--- src/rtl/axi_pkg.sv ---
// Shared AXI/DMA type definitions.
//   addr_64_t    : 64-bit byte address.
//   MO_WR_MAX_CH : upper bound on MO write arbiter channel count.
//   mo_ord_t     : completion-queue entry {ch_id, rem_bytes}.
package axi_pkg;

    typedef logic [63:0] addr_64_t;

    localparam int unsigned MO_WR_MAX_CH = 8;
    localparam int unsigned MO_CH_ID_W   = $clog2(MO_WR_MAX_CH);

    typedef struct packed {
        logic [MO_CH_ID_W-1:0] ch_id;
        logic [31:0]           rem_bytes;
    } mo_ord_t;

endpackage

--- src/rtl/mo_ord_fifo.sv ---
// In-order completion queue for the MO write arbiter.
// Ports:
//   clk, rstn      : clock, async active-low reset
//   push_i         : enqueue push_data_i at the tail
//   push_data_i    : {ch_id, rem_bytes} of a granted request
//   b_done_i       : a burst retired; subtract b_len_i beats from the head
//   b_len_i        : beat count of the retired burst
//   pop_o          : head entry drained this cycle (combinational)
//   pop_id_o       : channel id of the head entry
//   full_o/empty_o : registered-count decodes
module mo_ord_fifo
    import axi_pkg::*;
#(
    parameter int unsigned Depth     = 4,
    parameter int unsigned DataShift = 5
) (
    input  logic                  clk,
    input  logic                  rstn,
    input  logic                  push_i,
    input  mo_ord_t               push_data_i,
    input  logic                  b_done_i,
    input  logic [8:0]            b_len_i,
    output logic                  pop_o,
    output logic [MO_CH_ID_W-1:0] pop_id_o,
    output logic                  full_o,
    output logic                  empty_o
);

    localparam int unsigned PtrW = (Depth > 1) ? $clog2(Depth) : 1;
    localparam int unsigned CntW = $clog2(Depth + 1);

    mo_ord_t             mem_q [Depth];
    mo_ord_t             mem_d [Depth];
    logic [PtrW-1:0]     wptr_q, wptr_d, rptr_q, rptr_d;
    logic [CntW-1:0]     cnt_q, cnt_d;
    logic [31:0]         dec_bytes;
    mo_ord_t             head;

    function automatic logic [PtrW-1:0] ptr_inc(input logic [PtrW-1:0] p);
        return (p == PtrW'(Depth - 1)) ? '0 : p + PtrW'(1);
    endfunction

    always_comb begin
        mem_d     = mem_q;
        wptr_d    = wptr_q;
        rptr_d    = rptr_q;
        cnt_d     = cnt_q;
        pop_o     = 1'b0;
        head      = mem_q[rptr_q];
        dec_bytes = {23'd0, b_len_i} << DataShift;

        // Compare before subtracting so an overshooting last burst cannot wrap.
        if (b_done_i && (cnt_q != '0)) begin
            if (head.rem_bytes <= dec_bytes) begin
                pop_o  = 1'b1;
                rptr_d = ptr_inc(rptr_q);
            end else begin
                mem_d[rptr_q].rem_bytes = head.rem_bytes - dec_bytes;
            end
        end

        if (push_i) begin
            mem_d[wptr_q] = push_data_i;
            wptr_d        = ptr_inc(wptr_q);
        end

        unique case ({push_i, pop_o})
            2'b10:   cnt_d = cnt_q + CntW'(1);
            2'b01:   cnt_d = cnt_q - CntW'(1);
            default: cnt_d = cnt_q;
        endcase
    end

    assign pop_id_o = head.ch_id;
    assign full_o   = (cnt_q == CntW'(Depth));
    assign empty_o  = (cnt_q == '0);

    always_ff @(posedge clk or negedge rstn) begin
        if (!rstn) begin
            for (int i = 0; i < Depth; i++) mem_q[i] <= '0;
            wptr_q <= '0;
            rptr_q <= '0;
            cnt_q  <= '0;
        end else begin
            mem_q  <= mem_d;
            wptr_q <= wptr_d;
            rptr_q <= rptr_d;
            cnt_q  <= cnt_d;
        end
    end

    // A retirement with nothing outstanding indicates a splitter/arbiter desync.
    a_no_bdone_when_empty: assert property (@(posedge clk) disable iff (!rstn)
        b_done_i |-> (cnt_q != '0));

endmodule

--- src/rtl/mo_wr_arbiter.sv ---
// Round-robin arbiter sharing the write-splitter start port among NUM_CH DMA
// write channels, with an in-order completion queue that turns B-channel burst
// retirements into per-channel done pulses.
// Ports:
//   clk, rstn                 : clock, async active-low reset
//   ch_req_valid/ready        : per-channel request handshake
//   ch_req_addr/len           : per-channel start address / byte length
//   ch_done                   : one-cycle completion pulse per channel
//   ch_err                    : one-cycle reject pulse (length check build only)
//   start_valid/ready/addr/len: splitter start port
//   b_done, b_len             : burst retirement from the splitter B channel
//   ord_full, ord_empty       : completion-queue status
// Build option: MO_WR_ARB_LEN_CHECK_EN rejects zero-length or non-beat-multiple
// requests instead of forwarding them.
module mo_wr_arbiter
    import axi_pkg::*;
#(
    parameter int unsigned NUM_CH     = 4,
    parameter int unsigned ADDR_WIDTH = 64,
    parameter int unsigned DATA_WIDTH = 256,
    parameter int unsigned ORD_DEPTH  = 4,
    parameter type         addr_t     = addr_64_t
) (
    input  logic                     clk,
    input  logic                     rstn,
    input  logic [NUM_CH-1:0]        ch_req_valid,
    output logic [NUM_CH-1:0]        ch_req_ready,
    input  addr_t [NUM_CH-1:0]       ch_req_addr,
    input  logic [NUM_CH-1:0][31:0]  ch_req_len,
    output logic [NUM_CH-1:0]        ch_done,
    output logic [NUM_CH-1:0]        ch_err,
    output logic                     start_valid,
    input  logic                     start_ready,
    output addr_t                    start_addr,
    output logic [31:0]              start_len,
    input  logic                     b_done,
    input  logic [8:0]               b_len,
    output logic                     ord_full,
    output logic                     ord_empty
);

    localparam int unsigned BPB        = DATA_WIDTH / 8;
    localparam int unsigned DATA_SHIFT = $clog2(BPB);
    localparam int unsigned IdW        = $clog2(NUM_CH);
    localparam int unsigned SumW       = IdW + 1;

    typedef enum logic [0:0] {StArb, StIssue} state_e;

    state_e              state_q, state_d;
    logic [IdW-1:0]      rr_ptr_q, rr_ptr_d;
    logic [IdW-1:0]      grant_id_q, grant_id_d;
    addr_t               grant_addr_q, grant_addr_d;
    logic [31:0]         grant_len_q, grant_len_d;
    logic [NUM_CH-1:0]   ch_done_q, ch_done_d;

    logic                  pick_valid;
    logic [IdW-1:0]        pick_id;
    logic                  push;
    mo_ord_t               push_data;
    logic                  fifo_pop;
    logic [MO_CH_ID_W-1:0] fifo_pop_id;

`ifdef MO_WR_ARB_LEN_CHECK_EN
    logic [NUM_CH-1:0]   err_q, err_d;
    logic                pick_bad;
`endif

    function automatic logic [IdW-1:0] rr_inc(input logic [IdW-1:0] id);
        return (id == IdW'(NUM_CH - 1)) ? '0 : id + IdW'(1);
    endfunction

    // First valid channel at or after rr_ptr, scanning cyclically.
    always_comb begin
        logic [SumW-1:0] sum;
        logic [IdW-1:0]  cand;
        pick_valid = 1'b0;
        pick_id    = rr_ptr_q;
        for (int unsigned i = 0; i < NUM_CH; i++) begin
            sum = {1'b0, rr_ptr_q} + SumW'(i);
            if (sum >= SumW'(NUM_CH)) sum = sum - SumW'(NUM_CH);
            cand = sum[IdW-1:0];
            if (!pick_valid && ch_req_valid[cand]) begin
                pick_valid = 1'b1;
                pick_id    = cand;
            end
        end
    end

    always_comb begin
        state_d      = state_q;
        rr_ptr_d     = rr_ptr_q;
        grant_id_d   = grant_id_q;
        grant_addr_d = grant_addr_q;
        grant_len_d  = grant_len_q;
        ch_req_ready = '0;
        push         = 1'b0;
        ch_done_d    = '0;
`ifdef MO_WR_ARB_LEN_CHECK_EN
        err_d        = '0;
        pick_bad     = (ch_req_len[pick_id] == '0) ||
                       (ch_req_len[pick_id][DATA_SHIFT-1:0] != '0);
`endif

        if (fifo_pop) ch_done_d[IdW'(fifo_pop_id)] = 1'b1;

        unique case (state_q)
            StArb: begin
`ifdef MO_WR_ARB_LEN_CHECK_EN
                // Skip a decision while a reject pulse is out: the rejected
                // channel still shows valid during that cycle.
                if (pick_valid && !ord_full && (err_q == '0)) begin
                    if (pick_bad) begin
                        err_d[pick_id] = 1'b1;
                        rr_ptr_d       = rr_inc(pick_id);
                    end else begin
                        grant_id_d   = pick_id;
                        grant_addr_d = ch_req_addr[pick_id];
                        grant_len_d  = ch_req_len[pick_id];
                        state_d      = StIssue;
                    end
                end
`else
                if (pick_valid && !ord_full) begin
                    grant_id_d   = pick_id;
                    grant_addr_d = ch_req_addr[pick_id];
                    grant_len_d  = ch_req_len[pick_id];
                    state_d      = StIssue;
                end
`endif
            end
            StIssue: begin
                if (start_ready) begin
                    ch_req_ready[grant_id_q] = 1'b1;
                    push                     = 1'b1;
                    rr_ptr_d                 = rr_inc(grant_id_q);
                    state_d                  = StArb;
                end
            end
            default: state_d = StArb;
        endcase

`ifdef MO_WR_ARB_LEN_CHECK_EN
        ch_req_ready = ch_req_ready | err_q;
`endif
    end

    assign push_data   = '{ch_id: MO_CH_ID_W'(grant_id_q), rem_bytes: grant_len_q};
    assign start_valid = (state_q == StIssue);
    assign start_addr  = grant_addr_q;
    assign start_len   = grant_len_q;
    assign ch_done     = ch_done_q;
`ifdef MO_WR_ARB_LEN_CHECK_EN
    assign ch_err      = err_q;
`else
    assign ch_err      = '0;
`endif

    mo_ord_fifo #(
        .Depth     (ORD_DEPTH),
        .DataShift (DATA_SHIFT)
    ) u_ord_fifo (
        .clk         (clk),
        .rstn        (rstn),
        .push_i      (push),
        .push_data_i (push_data),
        .b_done_i    (b_done),
        .b_len_i     (b_len),
        .pop_o       (fifo_pop),
        .pop_id_o    (fifo_pop_id),
        .full_o      (ord_full),
        .empty_o     (ord_empty)
    );

    always_ff @(posedge clk or negedge rstn) begin
        if (!rstn) begin
            state_q      <= StArb;
            rr_ptr_q     <= '0;
            grant_id_q   <= '0;
            grant_addr_q <= '0;
            grant_len_q  <= '0;
            ch_done_q    <= '0;
`ifdef MO_WR_ARB_LEN_CHECK_EN
            err_q        <= '0;
`endif
        end else begin
            state_q      <= state_d;
            rr_ptr_q     <= rr_ptr_d;
            grant_id_q   <= grant_id_d;
            grant_addr_q <= grant_addr_d;
            grant_len_q  <= grant_len_d;
            ch_done_q    <= ch_done_d;
`ifdef MO_WR_ARB_LEN_CHECK_EN
            err_q        <= err_d;
`endif
        end
    end

    a_cfg: assert property (@(posedge clk)
        ($bits(addr_t) == ADDR_WIDTH) && (NUM_CH >= 2) && (NUM_CH <= MO_WR_MAX_CH));

endmodule
--- config.mk ---
export PLATFORM = sky130hd
export DESIGN_NAME = mo_wr_arbiter
export DESIGN_NICKNAME = d
export VERILOG_FILES = /design/src/rtl/axi_pkg.sv /design/src/rtl/mo_ord_fifo.sv /design/src/rtl/mo_wr_arbiter.sv
export SDC_FILE = /design/constraint.sdc
export NUM_CORES = 1
export LEC_CHECK = 0
export CAP_MARGIN = 10
export CORE_MARGIN = 2
export CORE_UTILIZATION = 40
export CTS_BUF_LIST = sky130_fd_sc_hd__clkbuf_2
export DETAILED_ROUTE_END_ITERATION = 10
export PLACE_DENSITY_LB_ADDON = 0.1
export SLEW_MARGIN = 20
export SYNTH_ARGS = -nofsm -noshare
export SYNTH_HDL_FRONTEND = slang
export SYNTH_SLANG_ARGS = --single-unit
--- constraint.sdc ---
create_clock -name clk -period 11.2 [get_ports clk]
set_clock_uncertainty 0.1 [all_clocks]
set_input_delay 2.24 -clock clk [delete_from_list [all_inputs] [get_ports clk]]
set_output_delay 2.24 -clock clk [all_outputs]
set_load 0.01 [all_outputs]
==> results by group <==
Clock tree
  – Latest clock arrival within the worst-skew pair: 0.85 ns
  – CTS max path bufs: 3
  – Clock buffer count from CTS: 71
  – Clock Tree Root: sky130_fd_sc_hd__clkbuf_2
  – TritonCTS clock tree: yes
  – CTS sink cnt: 248
  – Clock H-tree levels: 3
  – Number of hold buffers added after cts: 0
  – Quantity of gates resized following cts: 0
  – Clock input transition at the sequential cells of the worst setup and hold paths: 0.09 ns
  – Post-CTS setup-driven buffer insertion count: 0

STA
  – Shortest period the worst path allows: 6.27 ns
  – Final count of negative-setup-slack endpoints: 0
  – Slew margin rel.: 0.285
  – Final Cycle Share: 0.560
  – Slew Viols, Final: 0
  – RSZ-0062 raised after global routing: false
  – Sum of negative setup slack: 0 ns
  – Pin slew with the least headroom to its limit: 1.07 ns
  – Peak clock frequency supported by timing: 160 MHz
  – Number of failing hold endpoints at the final stage: 0

Setup path
  – Slowest stage cell on the critical path: sky130_fd_sc_hd__clkdlybuf4s50_1
  – Buf/Inv on CP: 2
  – Family with the most delay on the worst path: buffers and inverters
  – CP max FO: 14
  – Cells along the critical path: clkdlybuf4s50_1, and3_1, clkdlybuf4s50_1
  – Worst setup EP type: primary output
  – Data required, critical path: 8.86 ns
  – Worst Reg2Reg Path Length in Cells: 16
  – Register-to-Register Setup Slack: 6.33 ns
  – Depth of the critical timing path with buffers and inverters included: 3
  – Most used cell, CP: sky130_fd_sc_hd__clkdlybuf4s50_1
  – Max incr delay on CP: 0.88 ns
  – Arrival time at the worst endpoint: 3.93 ns
  – Startpoint Class: input pin
  – Critical path class: input pin to primary output

Synthesis
  – Synth cell count leaders: 732 x sky130_fd_sc_hd__nand2_1, 283 x sky130_fd_sc_hd__o21ai_0, 248 x sky130_fd_sc_hd__dfrtp_1, 119 x sky130_fd_sc_hd__clkbuf_1, 117 x sky130_fd_sc_hd__nand3_1
  – Yosys reg bits: 248
  – Area share of the largest cell type after synthesis: 0.407
  – Synthesis warning total: 0
  – Cell types with the largest area share after synthesis: sky130_fd_sc_hd__dfrtp_1 41%, sky130_fd_sc_hd__nand2_1 18%, sky130_fd_sc_hd__o21ai_0 9.3%
  – Avg Inst Size Synth: 7.83 um^2
  – Most repeated cell in the gate-level netlist after synthesis: sky130_fd_sc_hd__nand2_1
  – Post-synth design cell area: 15200 um^2
  – Cell taking the most area after synthesis: sky130_fd_sc_hd__dfrtp_1
  – Primary flip-flop cell chosen by synthesis mapping: sky130_fd_sc_hd__dfrtp_1
  – Number of enable flip-flop cells after synthesis: 0
  – Count of different cell masters after synthesis: 54
  – Share of synthesized flip-flops with an asynchronous set or reset: 1.00
  – Number of cells produced by synthesis: 1946
  – Sequential element share of the synthesized area: 0.407

Min path
  – Worst hold path stage count: 2
  – Worst hold path class: flop to flop

Floorplanning
  – Die outline height: 199 um
  – Initial standard-cell utilization of the core: 0.406
  – Boundary Pins: 512
  – Die width: 199 um
  – Die area: 39700 um^2
  – Core region area: 37600 um^2
  – Site Rows: 71

Power and ir drop
  – Cell internal pwr: 2.99 mW
  – Sw power: 2.74 mW
  – Part of the power in the clock network: 0.112
  – Worst-case vdd ir drop: 0.000128 V
  – Static power due to leakage: 9.45 nW
  – Share of power burned in registers: 0.292
  – Combinational cell fraction of total power: 0.596
  – Switching power as a share of total power: 0.479
  – Total power divided by cell area: 270 nW/um^2
  – Final total power: 5.73 mW

Route
  – Initial DRC count: 997
  – DRC: 0
  – Post-route antenna net violation count: 0
  – Routed vias/inst: 5.20
  – Detailed Route WL: 59.1 mm
  – Routed via count: 15467
  – Number of detailed-routing iterations run before antenna repair: 5
  – Average detailed-routed wire length per instance: 19.9 um

Final layout
  – Total Nets Final: 2829
  – Share of final-layout standard cells stronger than drive strength 1: 0.0775
  – Area added between synthesis and finish: 38.9%
  – Fill cell total of the finished layout: 3613

Placed design
  – Placed wire-length estimate after detailed placement: 42.6 mm
  – Number of buffers added on ports: 507
  – Global placement routability congestion: 0.943

GRT
  – Pin count of the biggest net entering global routing: 145
  – Antenna violations before repair: 14
  – Number of global-route vias before repair: 14919
  – GRT Total Usage: 0.294
  – Congestion Overflow GR: 0
  – Global-route wire length before repair: 87.9 mm

Status
  – Status: finished, final reports clean

Run
  – Total of max-cap violations: 0
==> per-stage QoR <==
| stage | hold slack (ns) | instance area, um^2 | instances | setup WS, ns | util |
|---|---|---|---|---|---|
| after floorplan | 0.345 | 15300 | 1949 | 6.12 | - |
| after global placement | 0.361 | 20600 | 2842 | 4.97 | 0.547 |
| after detailed placement | 0.369 | 20600 | 2842 | 4.96 | 0.547 |
| after CTS | 0.390 | 21200 | 2963 | 4.96 | 0.563 |
| after global routing | 0.405 | 21200 | 2973 | 4.90 | 0.564 |
| final | 0.383 | 21200 | 2975 | 4.93 | 0.564 |
==> power by group through the flow <==
stage / Clock [mW] / Combinational, mW / Sequential (mW)
floorplan: 0 / 2.12 / 1.65
global placement: 0 / 3.36 / 1.67
detailed placement: 0 / 3.42 / 1.68
CTS: 0.664 / 3.42 / 1.67
global route: 0.709 / 3.76 / 1.73
finish: 0.640 / 3.42 / 1.67
==> logic make-up (layout without fill, tap and decap cells) <==
family | after synthesis | after routing | synth area share
AND/OR/NAND/NOR | 983 | 983 | 0.266
other | 1 | 16 | 0.000246
buffers and inverters | 174 | 677 | 0.0485
AO/OA/AOI/OAI | 375 | 375 | 0.138
adder cells (fa/ha/maj) | 24 | 24 | 0.0207
flip-flops | 248 | 248 | 0.407
multiplexers | 119 | 119 | 0.107
XOR/XNOR | 22 | 22 | 0.0126
==> registers in the layout, indices dropped and copies added, names as in the netlist <==
register	count
rr_ptr_q	2
u_ord_fifo.mem_q	136
u_ord_fifo.cnt_q	3
ch_done	4
start_valid	1
start_len	32
u_ord_fifo.rptr_q	2
u_ord_fifo.wptr_q	2
start_addr	64
grant_id_q	2
==> metal layers <==
layer	track usage	wire length, um	vias to the layer above	share of wire
met5	0	0	-	0
met4	0.111	1880	0	0.032
met3	0.0716	4270	89	0.072
met2	0.477	28400	589	0.48
met1	0.380	24600	7239	0.42
li1	-	-	7550	-
==> cell type report <==
cell class | count | area, um^2 | area share
Timing Repair Buffer | 530 | 5270 | 0.249
Sequential cell | 248 | 6210 | 0.293
Tap cell | 511 | 639 | 0.0302
Inverter | 26 | 97.6 | 0.00461
Multi-Input combinational cell | 1527 | 8360 | 0.394
Clock buffer | 106 | 531 | 0.0250
Clock inverter | 15 | 57.6 | 0.00272
Antenna cell | 12 | 30.0 | 0.00142
==> final timing paths <==
kind	startpoint	endpoint
max	start_ready	ch_req_ready[1]
min	start_addr[51]$_DFFE_PN0P_	start_addr[51]$_DFFE_PN0P_
max reg2reg	u_ord_fifo.rptr_q[1]$_DFFE_PN0P_	u_ord_fifo.cnt_q[2]$_DFFE_PN0P_
min reg2reg	start_addr[51]$_DFFE_PN0P_	start_addr[51]$_DFFE_PN0P_
max in group asynchronous	rstn	start_addr[49]$_DFFE_PN0P_
min in group asynchronous	rstn	start_len[15]$_DFFE_PN0P_
==> cells in the final DEF, fill, tap and decap left out, drive strengths merged, types with 9 or more instances in the layout <==
master,instances
nand3,117
ha,22
nand2,732
a21oi,9
inv,29
o21ai,290
nor3,22
clkbuf,106
nor2,48
diode,12
xnor2,13
and3,27
clkdlybuf4s50,506
a31oi,32
clkinv,12
mux4,35
nor4,11
dfrtp,248
a211o,17
mux2i,80
buf,24
xor2,9
==> tightest hold or removal path, cell delays in order (launching register included) <==
cell and delay [ns]:
sky130_fd_sc_hd__dfrtp_1 0.35, sky130_fd_sc_hd__nand2_1 0.04, sky130_fd_sc_hd__o21ai_0 0.06
(Power assumes the default switching activity.)
